## src/rtl/cpu_pkg.sv

```systemverilog
// Shared definitions for the CPU slice: datapath widths, opcode encodings,
// the fetch-stage state enum and a small saturating-increment helper.
package cpu_pkg;

    // Instruction format: [15:13] opcode, [12:0] operand (address/immediate).
    localparam int ADDR_W    = 13;
    localparam int INSTR_W   = 16;
    localparam int OPCODE_W  = 3;
    localparam int RETIRED_W = 16;

    localparam logic [OPCODE_W-1:0] OP_LDA = 3'd0;
    localparam logic [OPCODE_W-1:0] OP_STA = 3'd1;
    localparam logic [OPCODE_W-1:0] OP_ADD = 3'd2;
    localparam logic [OPCODE_W-1:0] OP_SUB = 3'd3;
    localparam logic [OPCODE_W-1:0] OP_JMP = 3'd4;
    localparam logic [OPCODE_W-1:0] OP_JEZ = 3'd5;
    localparam logic [OPCODE_W-1:0] OP_LDI = 3'd6;
    localparam logic [OPCODE_W-1:0] OP_HLT = 3'd7;

    typedef enum logic [1:0] {
        IDLE   = 2'd0,
        FETCH  = 2'd1,
        EXEC   = 2'd2,
        HALTED = 2'd3
    } fetch_state_e;

    // Increment that sticks at all-ones instead of wrapping.
    function automatic logic [RETIRED_W-1:0] sat_inc(input logic [RETIRED_W-1:0] v);
        return (v == {RETIRED_W{1'b1}}) ? v : v + {{(RETIRED_W-1){1'b0}}, 1'b1};
    endfunction

endpackage

```

## src/rtl/fetch_unit.sv

```systemverilog
// Instruction fetch stage feeding the CPU controller.
//
// Holds the program counter and instruction register, reads one 16-bit word
// per instruction from instruction memory, presents opcode/operand to the
// controller for exactly one EXEC cycle, then applies the controller's
// pc_src / halt decision and counts retired instructions.
//
// Ports:
//   clk, rst        rising-edge clock, asynchronous active-high reset
//   start           leave IDLE/HALTED and begin fetching at RESET_PC
//   pc_src, halt    controller decisions, only looked at during EXEC
//   imem_req/addr   memory read request and address (address = pc)
//   imem_ack/rdata  memory response, only accepted during FETCH
//   instr_valid     opcode/operand valid this cycle (EXEC)
//   opcode, operand fields of the instruction register
//   pc              current program counter
//   halted          high while in HALTED
//   retired         saturating count of EXEC cycles since reset/restart
//
// Memory handshake: imem_req is raised in FETCH and held, together with an
// unchanging imem_addr, until imem_ack is seen. The word on imem_rdata is
// transferred in the cycle where imem_req and imem_ack are both high; an ack
// in any other cycle carries no data and is ignored. The memory may take any
// number of cycles to respond.
module fetch_unit #(
    parameter int ADDR_W  = cpu_pkg::ADDR_W,
    parameter int INSTR_W = cpu_pkg::INSTR_W,
    parameter logic [ADDR_W-1:0] RESET_PC = '0
) (
    input  logic               clk,
    input  logic               rst,
    input  logic               start,
    input  logic               pc_src,
    input  logic               halt,
    output logic               imem_req,
    output logic [ADDR_W-1:0]  imem_addr,
    input  logic               imem_ack,
    input  logic [INSTR_W-1:0] imem_rdata,
    output logic               instr_valid,
    output logic [2:0]         opcode,
    output logic [ADDR_W-1:0]  operand,
    output logic [ADDR_W-1:0]  pc,
    output logic               halted,
    output logic [15:0]        retired
);

    import cpu_pkg::*;

    localparam logic [ADDR_W-1:0] PC_ONE = 1;

    fetch_state_e        state_q, state_d;
    logic [ADDR_W-1:0]   pc_q, pc_d;
    logic [INSTR_W-1:0]  ir_q, ir_d;
    logic [15:0]         retired_q, retired_d;
    logic [2:0]          ir_opcode;
    logic [ADDR_W-1:0]   ir_operand;

    assign ir_opcode  = ir_q[INSTR_W-1 -: 3];
    assign ir_operand = ir_q[ADDR_W-1:0];

    always_ff @(posedge clk or posedge rst) begin
        if (rst) begin
            state_q   <= IDLE;
            pc_q      <= RESET_PC;
            ir_q      <= '0;
            retired_q <= '0;
        end else begin
            state_q   <= state_d;
            pc_q      <= pc_d;
            ir_q      <= ir_d;
            retired_q <= retired_d;
        end
    end

    always_comb begin
        state_d     = state_q;
        pc_d        = pc_q;
        ir_d        = ir_q;
        retired_d   = retired_q;
        imem_req    = 1'b0;
        instr_valid = 1'b0;
        halted      = 1'b0;

        case (state_q)
            IDLE: begin
                if (start) begin
                    pc_d      = RESET_PC;
                    retired_d = '0;
                    state_d   = FETCH;
                end
            end

            FETCH: begin
                imem_req = 1'b1;
                if (imem_ack) begin
                    ir_d    = imem_rdata;
                    state_d = EXEC;
                end
            end

            EXEC: begin
                instr_valid = 1'b1;
                retired_d   = sat_inc(retired_q);
                // Halt takes priority over a jump; pc keeps pointing at the
                // instruction that stopped the machine.
                if (halt || ir_opcode == OP_HLT) begin
                    state_d = HALTED;
                end else begin
                    pc_d    = pc_src ? ir_operand : pc_q + PC_ONE;
                    state_d = FETCH;
                end
            end

            HALTED: begin
                halted = 1'b1;
                if (start) begin
                    pc_d      = RESET_PC;
                    retired_d = '0;
                    state_d   = FETCH;
                end
            end

            default: begin
                state_d = IDLE;
            end
        endcase
    end

    // Driven from registers only, so reset silences imem_req immediately.
    assign imem_addr = pc_q;
    assign pc        = pc_q;
    assign opcode    = ir_opcode;
    assign operand   = ir_operand;
    assign retired   = retired_q;

endmodule

```

## config.mk

```make
export PLATFORM = sky130hd
export DESIGN_NAME = fetch_unit
export DESIGN_NICKNAME = d
export VERILOG_FILES = /design/src/rtl/cpu_pkg.sv /design/src/rtl/fetch_unit.sv
export SDC_FILE = /design/constraint.sdc
export NUM_CORES = 1
export LEC_CHECK = 0
export CAP_MARGIN = 20
export CORE_MARGIN = 3
export CORE_UTILIZATION = 42
export CTS_BUF_LIST = sky130_fd_sc_hd__clkbuf_8 sky130_fd_sc_hd__clkbuf_16
export DETAILED_ROUTE_END_ITERATION = 10
export PLACE_DENSITY = 0.77
export RECOVER_POWER = 100
export SKIP_CTS_REPAIR_TIMING = 1
export SYNTH_ARGS = -nofsm -noshare
export SYNTH_HDL_FRONTEND = slang
export SYNTH_SLANG_ARGS = --single-unit
```

## constraint.sdc

```tcl
create_clock -name clk -period 1.6 [get_ports clk]
set_clock_uncertainty 0.05 [all_clocks]
set_input_delay 0.32 -clock clk [delete_from_list [all_inputs] [get_ports clk]]
set_output_delay 0.32 -clock clk [all_outputs]
set_load 0.01 [all_outputs]
```

# Word level (Yosys, flattened, before mapping)
# Index checks and enable logic that the tools add are counted.
[totals] word_cells=37 input_bits=22 reg_bits=47
[classes] n_mux=14 add_sub_neg=2 n_eq_ne=9 reduce_logical=8
[ops] operator="$mux 13" count=3
[ops] operator="$mux 16" count=2
[ops] operator="$pmux 16 s2" count=1
[ops] operator="$pmux 13 s2" count=1
[ops] operator="$add 16x1->16 const B" count=1
[ops] operator="$eq 16x16->1 const B" count=1
[ops] operator="$add 13x1->13 const B" count=1
[ops] operator="$mux 2" count=3
[ops] operator="$ne 2x2->1 const B" count=3
[ops] operator="$pmux 2 s3" count=1
[ops] operator="$reduce_and 3->1" count=2
[ops] operator="$eq 2x2->1 const B" count=2
[ops] operator="$reduce_and 2->1" count=2
[ops] operator="$eq 3x3->1 const B" count=1
[ops] operator="$mux 1" count=3
[ops] operator="$eq 2x1->1 const B" count=1
[ops] operator="$logic_not 2->1" count=1
[ops] operator="$ne 2x1->1 const B" count=1
[ops] operator="$reduce_bool 2->1" count=1
[ops] operator="$reduce_or 2->1" count=1
[ops] operator="$logic_or 1x1->1" count=1

# Depth between registers and ports, before layout
# Gate-level depths: netlist (run 1).
[logic_depth] ltp_word=4 mapped_depth=8 depth_no_buf=7

# Least setup slack after synthesis (run 1)
# OpenSTA, ideal clock, no wires.
[synth_path] path_kind="reg2reg" startpoint="reg state_q[0]" endpoint="reg retired_q[3] (netlist: retired[3])" path_buffers=1 stages_incl_launch_ff=9 arrival_time_ps=1659 slack_ps=-240 cell_sequence="dfrtp_1 -> inv_1 -> ha_1 -> nor2b_1 -> a21oi_1 -> a31o_4 -> buf_6 -> o21ai_0 -> o31ai_1"
[synth_via] elab_chain_cells=4 word_cells_on_any_way=9
[synth_rtl] element="start, declared" line_no="fetch_unit.sv:51" source="fetch_state_e state_q, state_d;"
[synth_rtl] element="start signal, assigned" line_no="fetch_unit.sv:68" source="state_q <= state_d;"
[synth_rtl] element="$eq 2x2->1 / $logic_not 2->1 (equally long branches)" line_no="fetch_unit.sv:84" source="case (state_q)"
[synth_rtl] element="$reduce_or 2->1 (no line)"
[synth_rtl] element="$ne 2x1->1 (no line) / $reduce_bool 2->1 (equally long branches)"
[synth_rtl] element="$reduce_and 3->1 (no line)"
[synth_rtl] element="end signal, assigned" line_no="fetch_unit.sv:71" source="retired_q <= retired_d;"
[synth_rtl] element="end, declared" line_no="fetch_unit.sv:54" source="logic [15:0] retired_q, retired_d;"
# Parallel ways exist; a longest one is shown, timed or not.
# A chain may end at the register's enable or synchronous reset.

# Final worst setup path (run 1)
[layout_path] startpoint="reg retired_q[1] (netlist: retired[1])" endpoint="reg retired_q[14] (netlist: retired[14])"
[layout_via] elab_chain_cells=3 word_cells_on_any_way=6
[layout_rtl] element="$add 16x1->16 / $eq 16x16->1 (equally long branches)" line_no="cpu_pkg.sv:29" source="return (v == {RETIRED_W{1'b1}}) ? v : v + {{(RETIRED_W-1){1'b0}}, 1'b1};"
[layout_rtl] element="$mux 16 / $ne 2x2->1 (equally long branches)"
[layout_rtl] element="$pmux 16 s2 / $reduce_and 3->1 (equally long branches)"
# Parallel ways exist; a longest one is shown, timed or not. The select of a mux whose other input is x is not followed.

==> flow_summary_export.csv, run 1 <==
group,metric,value,unit
final_layout,antennaDiodeCount,0,
power,p_leak,2.20,nW
floorplan,core_region_area,5680,um2
clocking,clock_sink_count,47,
global_route,grt_max_degree,48,
final_layout,synthToLayoutAreaGrowth,63.0,%
floorplan,floorplan.die_area,7030,um2
critical_path,cp.depth,7,
clocking,htree_levels,2,
power,tot_pwr,6.47,mW
synth,synth_enable_flop_cells,0,
global_route,grt_usage,20.1,%
timing,setup_total_negative_slack,-2.96,ns
critical_path,worstSetupStartpoint,"retired[1]",
synth,ys_seq_area_share,46.2,%
detailed_routing,route.vias.total,2588,
min_path,hold_critical_path_depth,1,
synth,most_instantiated_library_cell_after_synthesis,"dfrtp_1",
run_status,violations,"setup timing",
min_path,min_from,"ir_q[12]",
global_route,grt_pass1_vias,2434,
critical_path,critPathMaxFanout,4,
floorplan,initial_utilization,44.8,%
critical_path,worst_ep_required_time,1.74,ns
placement,finalWeightedCongestion,0.871,
critical_path,cp_top_family,"simple AND/OR/NAND/NOR gates",
timing,finalMaxSlewViolations,0,
final_layout,seq_area,1180,um2
clocking,worst_path_clk_slew,0.09,ns
critical_path,critical_path.startpoint_type,"flop",
job,max-cap-violations,0,
global_route,grt_antenna_before_repair,0,
synth,synth_ff_type,"dfrtp_1",
synth,synth_cells,262,
placement,io_buffer_count,82,
synth,postSynthRegisterBits,47,
placement,place_worst_setup_slack,-0.242,ns
floorplan,design.portCount,83,
timing,finalWorstSetupSlack,-0.154,ns
critical_path,worst-path-buf-inv,1,
min_path,holdCritPathClass,"flop to flop",
detailed_routing,postRouteAntennaNets,0,
synth,mappedNetlistArea,2540,um2
detailed_routing,wl_per_cell,16.6,um
critical_path,cp_common_cell,"and4_4",
clocking,clock_tree.buffer_depth,2,
synth,ys_top_cells_by_area,"dfrtp_1 (46%), mux2_2 (7.1%), o21ai_0 (6.3%)",
timing,finalCritPeriodShare,110,%
power,powerDensity,1560,nW/um2
synth,yosys-top-cells-count,"dfrtp_1 (47), o21ai_0 (32), nor2_1 (17), mux2_2 (16), nand2_1 (16)",
run_status,outcome,"complete, but fails checks",
critical_path,path_cells,"ha_4 -> and4_4 -> nor3b_4 -> buf_4 -> and4_4 -> xnor2_2 -> o22ai_1",
critical_path,worstSetupEndpointType,"flop",
critical_path,worst-setup-path-type,"flop to flop",
critical_path,max_stage_delay,0.40,ns
synth,synthesis.area_per_instance,9.71,um2
clocking,tritoncts,"done",
final_layout,post-route-cell-area,4150,um2
power,ir_worst_vdd,784,uV
timing,timing.final.crit_period,1.75,ns
critical_path,worst-r2r-cell-count,7,
final_layout,n_fill_cell,422,
synth,yosysUniqueCellTypes,41,
timing,slew_headroom,55.6,%
global_route,globalRoute.totalOverflow,0,
floorplan,floorplan.die.height,83.8,um
timing,achievable-frequency,570,MHz
timing,final-hold-violation-count,0,
placement,place.detailed.hpwl,5210,um
final_layout,combined_area_of_the_multi_input_logic_cells,1350,um2
placement,dpl_cell_area,3750,um2
timing,worstMarginPinSlew,0.666,ns
critical_path,cpMaxStageDelayCell,"dfrtp_2",
clocking,clk-insertion-delay-late,0.30,ns
synth,synth_top_area_share,46.2,%
floorplan,die_width,83.8,um
detailed_routing,drt-initial-drc-count,159,
final_layout,finalNetCount,425,
detailed_routing,via_per_inst,5.49,
clocking,cts_inserted_buffers,5,
detailed_routing,totalWireLength,7800,um
detailed_routing,firstDrtPassIters,4,
critical_path,reg2reg_slack,-0.15,ns
detailed_routing,drc,0,
synth,synthDominantAreaCellType,"dfrtp_1",
synth,postSynth.asyncResetShare,100,%
floorplan,rows,27,
final_layout,drive_above_1_share,31.1,%
timing,setup_viol,35,
synth,synth.yosys.warnings,0,
timing,setup_repair_after_global_routing_missed_its_margin,"true",
synth,syn_nets,289,
clocking,cts_root_buffer,"clkbuf_8",
global_route,grt_first_pass_wirelength,11800,um
critical_path,worst_ep_arrival_time,1.89,ns
critical_path,timing.rr.start,"retired[1]",
## through the flow
step	util (%)	cells	hold WS, ns
final	73.1	471	0.489
after global placement	66.1	441	0.471
after CTS	68.0	449	0.322
after detailed placement	66.1	441	0.474
after global routing	73.1	471	0.524
after floorplan	-	262	0.420
## kinds of logic after synthesis
logic type,after synthesis,share of synthesized area [%]
simple gates,81,16.9
compound gates,80,19.3
flops,47,46.2
buf+inv,29,6.59
mux,18,7.87
fa+ha+maj,5,2.46
xor+xnor,2,0.688
## placed cells by master (no fill, tap or decap), drive strengths merged, types with 16 or more instances in the layout
cell and n:
clkdlybuf4s50 30, nor2 17, buf 56, clkbuf 19, o21ai 37, dlymetal6s2s 17
clkdlybuf4s25 21, nand2 16, mux2 16, dfrtp 47
## per-layer routing
metal	wire length (um)	GRT usage [%]	vias to the layer above
met5	0	0	-
met4	88	4.97	0
met3	438	4.05	10
met2	4170	35.0	97
met1	3100	25.7	1254
li1	-	-	1227
## area by class of cell
class / instances / share of cell area, %
clock buffer: 5 / 1.66
tap: 72 / 2.17
timing repair buffer: 149 / 33.7
sequential: 47 / 28.5
multi-input combinational: 188 / 32.5
inverter: 7 / 0.633
clock inverter: 3 / 0.905
## final timing paths
check                                      to
worst min-delay path                 ir_q[12]
max in group asynchronous       imem_addr[11]
worst max-delay path              retired[14]
worst min register to register       ir_q[12]
worst max register to register    retired[14]
min in group asynchronous          retired[1]
## state kept, by name, summed over array words and instances (netlist names)
name       cells
ir_q          16
retired       16
state_q        2
imem_addr     13
## report_power, final
| group | total [mW] | switching, mW | internal (mW) | leakage, nW |
|---|---|---|---|---|
| logic | 3.74 | 1.78 | 1.96 | 1.53 |
| clock network | 0.854 | 0.399 | 0.456 | 0.0607 |
| registers | 1.88 | 0.325 | 1.55 | 0.602 |
(Power assumes the default switching activity.)
==> inputs of run 2 (changes only) <==
--- a/config.mk
+++ b/config.mk
@@ -7,3 +7,3 @@
 export LEC_CHECK = 0
-export CAP_MARGIN = 20
+export CAP_MARGIN = 10
 export CORE_MARGIN = 3
@@ -12,2 +12,3 @@
 export DETAILED_ROUTE_END_ITERATION = 10
+export MAX_ROUTING_LAYER = met4
 export PLACE_DENSITY = 0.77
--- a/constraint.sdc
+++ b/constraint.sdc
@@ -4,2 +4,2 @@
 set_output_delay 0.32 -clock clk [all_outputs]
-set_load 0.01 [all_outputs]
+set_load 0.005 [all_outputs]
==> run 2 against run 1 <==
Worst hold slack about the same. Register-to-register slack worse by 0.04 ns. Maximum frequency down 2.2%. Count of clock-buffer cells in the layout up 1. Global-route usage up 0.78 points. Largest power group unchanged. Final cell count up 4.5%. Wire length up 20%. The run still ends with setup timing left. Power up 8.9%.
==> flow_summary_export.csv, run 2 (same netlist as run 1, synthesis figures left out) <==
group,metric,value,unit
floorplan,floorplan.die_area,7030,um2
floorplan,initial_utilization,44.8,%
global_route,grt_usage,20.9,%
detailed_routing,via_per_inst,5.76,
timing,setup_viol,27,
global_route,globalRoute.totalOverflow,0,
floorplan,core_region_area,5680,um2
final_layout,drive_above_1_share,38.6,%
global_route,grt_antenna_before_repair,0,
timing,finalCritPeriodShare,112,%
clocking,cts_inserted_buffers,5,
clocking,clk-insertion-delay-late,0.31,ns
critical_path,worst-r2r-cell-count,6,
final_layout,finalNetCount,446,
placement,finalWeightedCongestion,0.799,
timing,final-hold-violation-count,0,
timing,finalWorstSetupSlack,-0.193,ns
power,powerDensity,1580,nW/um2
critical_path,critPathMaxFanout,5,
floorplan,design.portCount,83,
critical_path,critical_path.startpoint_type,"flop",
timing,slew_headroom,55.8,%
placement,io_buffer_count,82,
clocking,clock_tree.buffer_depth,2,
global_route,grt_max_degree,48,
detailed_routing,wl_per_cell,19.0,um
final_layout,n_fill_cell,337,
floorplan,rows,27,
job,max-cap-violations,0,
placement,place_worst_setup_slack,-0.411,ns
min_path,hold_critical_path_depth,1,
final_layout,antennaDiodeCount,0,
floorplan,die_width,83.8,um
detailed_routing,drt-initial-drc-count,248,
critical_path,timing.rr.start,"retired[1]",
detailed_routing,totalWireLength,9330,um
power,p_leak,2.49,nW
critical_path,worst_ep_required_time,1.74,ns
detailed_routing,postRouteAntennaNets,0,
power,ir_worst_vdd,1140,uV
clocking,cts_root_buffer,"clkbuf_8",
clocking,clock_sink_count,47,
final_layout,mostFrequentLayoutCell,"buf_4",
timing,worstMarginPinSlew,0.663,ns
critical_path,worstSetupEndpointType,"flop",
detailed_routing,route.vias.total,2832,
final_layout,synthToLayoutAreaGrowth,75.6,%
timing,timing.final.crit_period,1.79,ns
min_path,min_from,"ir_q[0]",
run_status,violations,"setup timing",
floorplan,floorplan.die.height,83.8,um
clocking,worst_path_clk_slew,0.09,ns
global_route,grt_first_pass_wirelength,11900,um
global_route,grt_pass1_vias,2356,
run_status,outcome,"complete, but fails checks",
placement,place.detailed.hpwl,5150,um
clocking,htree_levels,2,
detailed_routing,drc,0,
critical_path,worst_ep_arrival_time,1.93,ns
timing,achievable-frequency,558,MHz
critical_path,worst-setup-path-type,"flop to flop",
detailed_routing,firstDrtPassIters,5,
min_path,holdCritPathClass,"flop to flop",
timing,setup_repair_after_global_routing_missed_its_margin,"true",
timing,finalMaxSlewViolations,0,
clocking,tritoncts,"done",
critical_path,worst_r2r_endpoint,"retired[7]",
power,tot_pwr,7.05,mW
min_path,min_to,"ir_q[0]",
final_layout,most-common-layout-cells,"buf_4 (74), dfrtp_1 (38), dlymetal6s2s_1 (36), clkdlybuf4s50_1 (33), o21ai_1 (24)",
critical_path,reg2reg_slack,-0.19,ns
==> run 2: worst max path at each step <==
stage	from	to	slack (ns)	cells past startpoint
6_report	retired[1]	retired[7]	-0.19	6
4_1_cts	state_q[1]	imem_req	-0.34	3
5_1_grt	state_q[0]	imem_addr[4]	-0.27	8
3_3_place_gp	halt	imem_addr[1]	-0.33	7
3_5_place_dp	halt	imem_addr[4]	-0.41	6
2_1_floorplan	retired[0]	retired[14]	-0.13	6
==> run 2: area by class of cell <==
class                           count  area, um2  share of cell area, %
Timing Repair Buffer              171       1640                   36.6
Multi-Input combinational cell    187       1410                   31.6
Sequential cell                    47       1190                   26.6
Tap cell                           72       90.1                   2.02
Clock buffer                        6       82.6                   1.85
Clock inverter                      2       35.0                  0.784
Inverter                            7       26.3                  0.588
==> run 2: per-layer routing <==
metal,up-vias,part of all wire [%],global-route usage (%)
li1,1263,-,-
met3,31,6.5,3.16
met4,0,2.9,5.26
met2,169,51,34.0
met5,-,0,-
met1,1369,39,27.6
==> run 2: worst max-delay path: stages (launching register included) <==
cell and delay, ns:
dfrtp_1 0.37, ha_2 0.21, and4_4 0.22, nor3b_4 0.30, a21o_1 0.27, buf_4 0.16
o31ai_1 0.08
==> run 2: where the power goes <==
| part | internal, mW | switching, mW |
|---|---|---|
| clock | 0.506 | 0.429 |
| combinational | 2.35 | 1.89 |
| sequential | 1.56 | 0.318 |
==> run 2: per-stage QoR <==
stage	hold WS [ns]	area [um2]	setup TNS [ns]	std cells	util [%]
after global placement	0.465	3710	-4.16	440	65.3
after CTS	0.313	3830	-6.49	448	67.4
after detailed placement	0.467	3710	-5.06	440	65.3
final	0.489	4470	-3.10	492	78.7
after floorplan	0.420	2580	-2.07	262	-
after global routing	0.519	4470	-5.32	492	78.7
==> inputs of run 3 (changes only) <==
- CAP_MARGIN: 10 -> 20
- CTS_CLUSTER_SIZE: default -> 24
==> results of run 3 <==
Same layout as run 2: the final DEF is identical, and so are final timing and power.
